### src/rtl/fetch_unit.sv
// Instruction fetch unit: owns the program counter and instruction register.
// It issues one read at a time to instruction memory. It waits for the
// memory acknowledge, or gives up after TIMEOUT cycles in WAIT.
module fetch_unit #(
  parameter int PC_W    = 8,
  parameter int TIMEOUT = 15
) (
  input  logic            clk,
  input  logic            rst,
  input  logic            fetch,
  input  logic            jmp_en,
  input  logic [PC_W-1:0] jmp_addr,
  output logic            mem_req,
  output logic [PC_W-1:0] mem_addr,
  input  logic            mem_ack,
  input  logic [15:0]     mem_rdata,
  output logic [15:0]     ir,
  output logic [4:0]      opcode,
  output logic [PC_W-1:0] pc,
  output logic            ir_valid,
  output logic            busy,
  output logic            fetch_err
);

  typedef enum logic {IDLE = 1'b0, WAIT = 1'b1} state_t;

  // The counter runs 0..TIMEOUT-1, so the WAIT phase lasts exactly TIMEOUT cycles.
  localparam logic [7:0] CNT_LAST = 8'(TIMEOUT - 1);

  state_t          state_q;
  logic [PC_W-1:0] pc_q;
  logic [PC_W-1:0] mem_addr_q;
  logic [15:0]     ir_q;
  logic            ir_valid_q;
  logic            mem_req_q;
  logic            fetch_err_q;
  logic [7:0]      cnt_q;

  logic [PC_W-1:0] fetch_addr_d;
  logic [PC_W-1:0] pc_inc_d;

  // A jump issued with a fetch redirects that same fetch. The next pc follows
  // the address that was actually read, and wraps naturally at 2^PC_W.
  always_comb begin
    fetch_addr_d = jmp_en ? jmp_addr : pc_q;
    pc_inc_d     = mem_addr_q + PC_W'(1);
  end

  // FSM: accept a fetch or jump in IDLE; in WAIT, finish on ack or abort on timeout.
  always_ff @(posedge clk) begin
    if (rst) begin
      state_q     <= IDLE;
      pc_q        <= '0;
      mem_addr_q  <= '0;
      ir_q        <= '0;
      ir_valid_q  <= 1'b0;
      mem_req_q   <= 1'b0;
      fetch_err_q <= 1'b0;
      cnt_q       <= '0;
    end else begin
      case (state_q)
        IDLE: begin
          if (fetch) begin
            state_q     <= WAIT;
            mem_req_q   <= 1'b1;
            mem_addr_q  <= fetch_addr_d;
            pc_q        <= fetch_addr_d;
            ir_valid_q  <= 1'b0;
            fetch_err_q <= 1'b0;
            cnt_q       <= '0;
          end else if (jmp_en) begin
            pc_q <= jmp_addr;
          end
        end
        WAIT: begin
          // fetch and jmp_en are deliberately not looked at here. An ack
          // wins over a timeout that falls in the same cycle.
          if (mem_ack) begin
            ir_q       <= mem_rdata;
            pc_q       <= pc_inc_d;
            ir_valid_q <= 1'b1;
            mem_req_q  <= 1'b0;
            state_q    <= IDLE;
          end else if (cnt_q == CNT_LAST) begin
            mem_req_q   <= 1'b0;
            fetch_err_q <= 1'b1;
            state_q     <= IDLE;
          end else begin
            cnt_q <= cnt_q + 8'd1;
          end
        end
        default: state_q <= IDLE;
      endcase
    end
  end

  assign mem_req   = mem_req_q;
  assign mem_addr  = mem_addr_q;
  assign ir        = ir_q;
  assign opcode    = ir_q[15:11];
  assign pc        = pc_q;
  assign ir_valid  = ir_valid_q;
  assign busy      = (state_q == WAIT);
  assign fetch_err = fetch_err_q;

endmodule

### config.mk
export PLATFORM = sky130hd
export DESIGN_NAME = fetch_unit
export DESIGN_NICKNAME = d
export VERILOG_FILES = /design/src/rtl/fetch_unit.sv
export SDC_FILE = /design/constraint.sdc
export NUM_CORES = 1
export LEC_CHECK = 0
export BUFFER_PORTS_ARGS = -buffer_cell sky130_fd_sc_hd__buf_2
export CAP_MARGIN = 20
export CORE_UTILIZATION = 49
export DETAILED_ROUTE_END_ITERATION = 10
export PLACE_DENSITY = 0.85
export RECOVER_POWER = 50
export SLEW_MARGIN = 15
export SYNTH_ARGS = -nofsm -noshare
export SYNTH_HDL_FRONTEND = slang
export SYNTH_SLANG_ARGS = --single-unit
### constraint.sdc
create_clock -name clk -period 1.61 [get_ports clk]
set_input_delay 0.161 -clock clk [delete_from_list [all_inputs] [get_ports clk]]
set_output_delay 0.161 -clock clk [all_outputs]
set_load 0.02 [all_outputs]
**Word-level counts from Yosys, hierarchy flattened**

Cells that the tools add are included.
Widths: inputs -> output; s select.

- Register bits: 44
- Latch bits: 0
- Bits in writable memories: 0
- Bits in read-only memories: 0
- Logic and storage cells: 45
- Memories kept: 0

- $add $sub $neg: 2
- Multiply operators: 0
- Div/mod/pow operators: 0
- $lt $le $gt $ge: 0
- Equal/unequal tests: 7
- Shift-type cells: 0
- Muxes and demuxes: 21
- Bitwise operators: 1
- Reduce and logical (&&, ||, !) cells: 6

Operators with widths:

| kind | number |
|---|---|
| $mux 8 | 5 |
| $pmux 8 s2 | 2 |
| $add 8x1->8 const B | 2 |
| $mux 1 | 10 |
| $eq 8x4->1 const B | 1 |
| $ne 2x2->1 const B | 4 |
| $pmux 1 s2 | 4 |
| $reduce_and 2->1 | 4 |
| $reduce_and 3->1 | 2 |
| $ne 3x2->1 const B | 1 |
| $ne 2x1->1 const B | 1 |
| $not 1->1 | 1 |

**Logic depth before layout (Yosys ltp)**

- Word-level depth: 4
- Gate-level depth with buffers: 6
- Mapped depth without buffers: 5

**Worst setup path after synthesis**

No wires, ideal clock.

- Path type: register to register
- Start point: register state_q, in the netlist busy
- End point: register cnt_q[7]
- Library setup time: 124 ps
- Arrival: 1286 ps
- Data required time: 1486 ps
- Path slack: 199 ps
- Stages on the path, launching flop included: 5
- Path buffers: 0
- Clock period less this slack: 1411 ps
- Cells stage by stage: dfxtp_1 -> and4b_1 -> or3b_1 -> xor2_1 -> nor2_1

- Cells in the longest elaborated chain, start to end: 3
- Elaborated cells between the ends (all ways): 6

Ends and longest elaborated chain:

| what | line | RTL |
|---|---|---|
| from (decl) | 30 | `state_t state_q;` |
| from (signal assigned) | 52 | `state_q <= IDLE;` |
| from (signal assigned) | 64 | `state_q <= WAIT;` |
| from (signal assigned) | 83 | `state_q <= IDLE;` |
| $not 1->1 (no line) | n/a |  |
| $ne 2x2->1 (no line) | n/a |  |
| $reduce_and 3->1 (no line) | n/a |  |
| to (signal assigned) | 89 | `cnt_q <= cnt_q + 8'd1;` |
| to (decl) | 37 | `logic [7:0] cnt_q;` |

Parallel ways exist; a longest one is shown, timed or not.
A chain may end at the register's enable or synchronous reset.

**Worst setup path after layout**

- Start point: register cnt_q[4]
- End point: register cnt_q[0]

- Cells in the longest elaborated chain, start to end: 3

Ends and longest elaborated chain:

| what | line | RTL |
|---|---|---|
| $eq 8x4->1 | 84 | `end else if (cnt_q == CNT_LAST) begin` |
| $ne 2x2->1 (no line) | n/a |  |
| $reduce_and 3->1 (no line) | n/a |  |

Every way passes these cells.

==> impl_metrics.yaml <==
timing:
  slew_headroom: 0.787
  max_clock_freq_mhz: 688
  count_of_endpoints_failing_setup_in_the_final_report: 0
  rsz0062_at_grt: "no"
  tns_ns: 0
  final.hold.worst_slack_ns: 0.0892
  finalWorstPathRequiredPeriod_ns: 1.45
  timing.clock.skew_ns: 0.00725
  tightestPinTransition_ns: 0.319
  finalHoldViolCount: 0
  final.period_utilization: 0.903
  report.final.slew_viol_count: 0
grt:
  grt_overflow: 0
  antenna_found_initial: 0
  grt_start_max_net_pins: 31
  grt_first_pass_wirelength_mm: 7.00
  grt_pass1_vias: 1584
  global_route.usage.total: 0.214
routing:
  remaining_drc_errors: 0
  drt_wirelength_mm: 4.44
  dr_total_vias: 1830
  drt-initial-drc-count: 100
  drtAntennaViolNets: 0
  wl_per_cell_um: 12.6
  detailedRoute.firstPassIterationCount: 4
  post_drt_via_cell_ratio: 5.18
synthesis:
  synth_enable_flop_cells: 0
  post-synth-top-count-cell: "sky130_fd_sc_hd__dfxtp_1"
  yosysTopAreaCell: "sky130_fd_sc_hd__dfxtp_1"
  synth_ff_type: "sky130_fd_sc_hd__dfxtp_1"
  synth.ff_latch_count: 44
  syn_inst: 235
  yosys.area.top_type_share: 0.444
  ys_seq_area_frac: 0.444
  synth.yosys.warnings: 0
  synth.cell_area_um2: 1980
  synthesized_area_per_cell_um2: 8.43
  synth_fp_nets: 267
  async_reset_ff_frac: 0
  most_common_library_cells_after_synthesis: "sky130_fd_sc_hd__dfxtp_1, sky130_fd_sc_hd__nand2_1, sky130_fd_sc_hd__nor2_1"
  ys_types: 36
  ys_top_cells_by_area: "sky130_fd_sc_hd__dfxtp_1, sky130_fd_sc_hd__nand2_1, sky130_fd_sc_hd__a21oi_1"
pwr:
  finalPower_mw: 2.28
  p_per_area_nw_per_um2: 946
  static-leakage-power_nw: 0.961
  vdd.ir_drop.worst_mv: 0.582
floorplan:
  floorplan.core_area_um2: 3770
  die_x_um: 65.6
  ios: 70
  die_height_um: 65.6
  design.die.area_um2: 4300
  start_util: 0.526
  fp-row-count: 22
setup_path:
  worst_setup_path_startpoint: "cnt_q[4]"
  reg2reg_from: "cnt_q[4]"
  critPathArrivalTime_ns: 1.65
  critical_path_class: "flip-flop to flip-flop"
  crit_required_ns: 1.80
  timing.critical_path.to_type: "flip-flop"
  crit_fanout: 4
  start_kind: "flip-flop"
clocking:
  cts_hold_buffers: 0
  cts-resized-gates: 0
  postCtsSetupBuffers: 0
  numCtsBuffers: 5
  tritoncts: "yes"
  path_clk_slew_ns: 0.09
  cts_root_buf: "sky130_fd_sc_hd__clkbuf_8"
  clock_sinks: 44
  worst_case_clock_buffer_depth: 2
  htreeDepth: 2
  worstSkewPairLatency_ns: 0.30
cells_and_area:
  layout-area-overhead-vs-synth_pct: 21.8
  n_fill_cell: 343
  final-instance-count-excl-fill: 353
  layout-drive-gt1-share: 0.177
  fin_util: 0.640
  design.final.nets: 336
  num_antenna_cells: 0
min_path:
  min_path_type: "primary input to flip-flop"
  worst_hold_startpoint: "mem_rdata[10]"
placement:
  gp_congestion: 0.827
  detailed_place_hpwl_mm: 3.19
  quantity_of_i_o_buffers_inserted_on_ports: 69
  dpl.cell_count: 345
flow_run:
  maxCapViolCount: 0
status:
  outcome: "finished clean"
-- final cells by class --
class / instances / area, um2 / area share
well taps: 48 / 60.1 / 0.0249
inverters: 6 / 22.5 / 0.00933
clock buffers: 6 / 82.6 / 0.0342
multi-input cells: 167 / 980 / 0.406
repair buffers: 80 / 378 / 0.157
clock inverters: 2 / 10.0 / 0.00415
flip-flops and latches: 44 / 881 / 0.365
-- flip-flops by register name, indices dropped and copies added, names as in the netlist --
| register | cells |
|---|---|
| busy | 1 |
| mem_addr | 8 |
| fetch_err | 1 |
| pc | 8 |
| mem_req | 1 |
| ir | 16 |
| ir_valid | 1 |
| cnt_q | 8 |
-- metrics by stage --
step	setup slack, ns	area (um2)
5_1_grt	0.0682	2410
4_1_cts	0.156	2460
2_1_floorplan	0.199	1980
3_5_place_dp	0.172	2370
3_3_place_gp	0.218	2370
6_report	0.156	2410
-- layout by cell type, fill, tap and decap left out, types with 4 or more instances in the layout --
| master | n |
|---|---|
| sky130_fd_sc_hd__a211oi_1 | 10 |
| sky130_fd_sc_hd__and3_1 | 4 |
| sky130_fd_sc_hd__buf_4 | 11 |
| sky130_fd_sc_hd__a21oi_1 | 23 |
| sky130_fd_sc_hd__nor3_1 | 4 |
| sky130_fd_sc_hd__nand2_1 | 38 |
| sky130_fd_sc_hd__xor2_1 | 4 |
| sky130_fd_sc_hd__mux2i_1 | 7 |
| sky130_fd_sc_hd__clkbuf_1 | 40 |
| sky130_fd_sc_hd__clkbuf_8 | 6 |
| sky130_fd_sc_hd__o21ai_0 | 7 |
| sky130_fd_sc_hd__inv_1 | 6 |
| sky130_fd_sc_hd__buf_2 | 29 |
| sky130_fd_sc_hd__nand3_1 | 4 |
| sky130_fd_sc_hd__dfxtp_1 | 44 |
| sky130_fd_sc_hd__xnor2_1 | 6 |
| sky130_fd_sc_hd__mux2_2 | 4 |
| sky130_fd_sc_hd__nor2_1 | 27 |
-- final timing paths --
check | end | slack [ns] | cells past startpoint
worst min register to register | ir[3] | 0.46 | 2
worst max register to register | cnt_q[0] | 0.16 | 4
worst max-delay path | cnt_q[0] | 0.16 | 4
worst min-delay path | ir[10] | 0.09 | 3
-- kinds of logic after synthesis --
group           share of synthesized area
simple gates                        0.226
xor+xnor                           0.0442
compound gates                      0.147
mux                                0.0581
flops                               0.444
fa+ha+maj                          0.0189
buf+inv                            0.0612
-- where the power goes --
group	switching, mW	internal, mW	total, mW	leakage (nW)
combinational	0.226	0.138	0.363	0.550
sequential	0.0492	1.14	1.19	0.360
clock	0.384	0.343	0.727	0.0510
-- layer usage --
| metal | part of all wire | routed length, um | vias up | track usage |
|---|---|---|---|---|
| met3 | 0.052 | 233 | 7 | 0.0521 |
| met4 | 0.016 | 72 | 0 | 0.0978 |
| met1 | 0.45 | 2020 | 832 | 0.266 |
| met2 | 0.48 | 2120 | 51 | 0.347 |
| met5 | 0 | 0 | - | 0 |
| li1 | - | - | 940 | - |
-- critical path: stages (launching register included) --
cell and delay (ns):
sky130_fd_sc_hd__dfxtp_1 0.37, sky130_fd_sc_hd__nor4_4 0.34, sky130_fd_sc_hd__nand3_1 0.14, sky130_fd_sc_hd__nand2_1 0.15, sky130_fd_sc_hd__mux2_2 0.35
(Power assumes the default switching activity.)
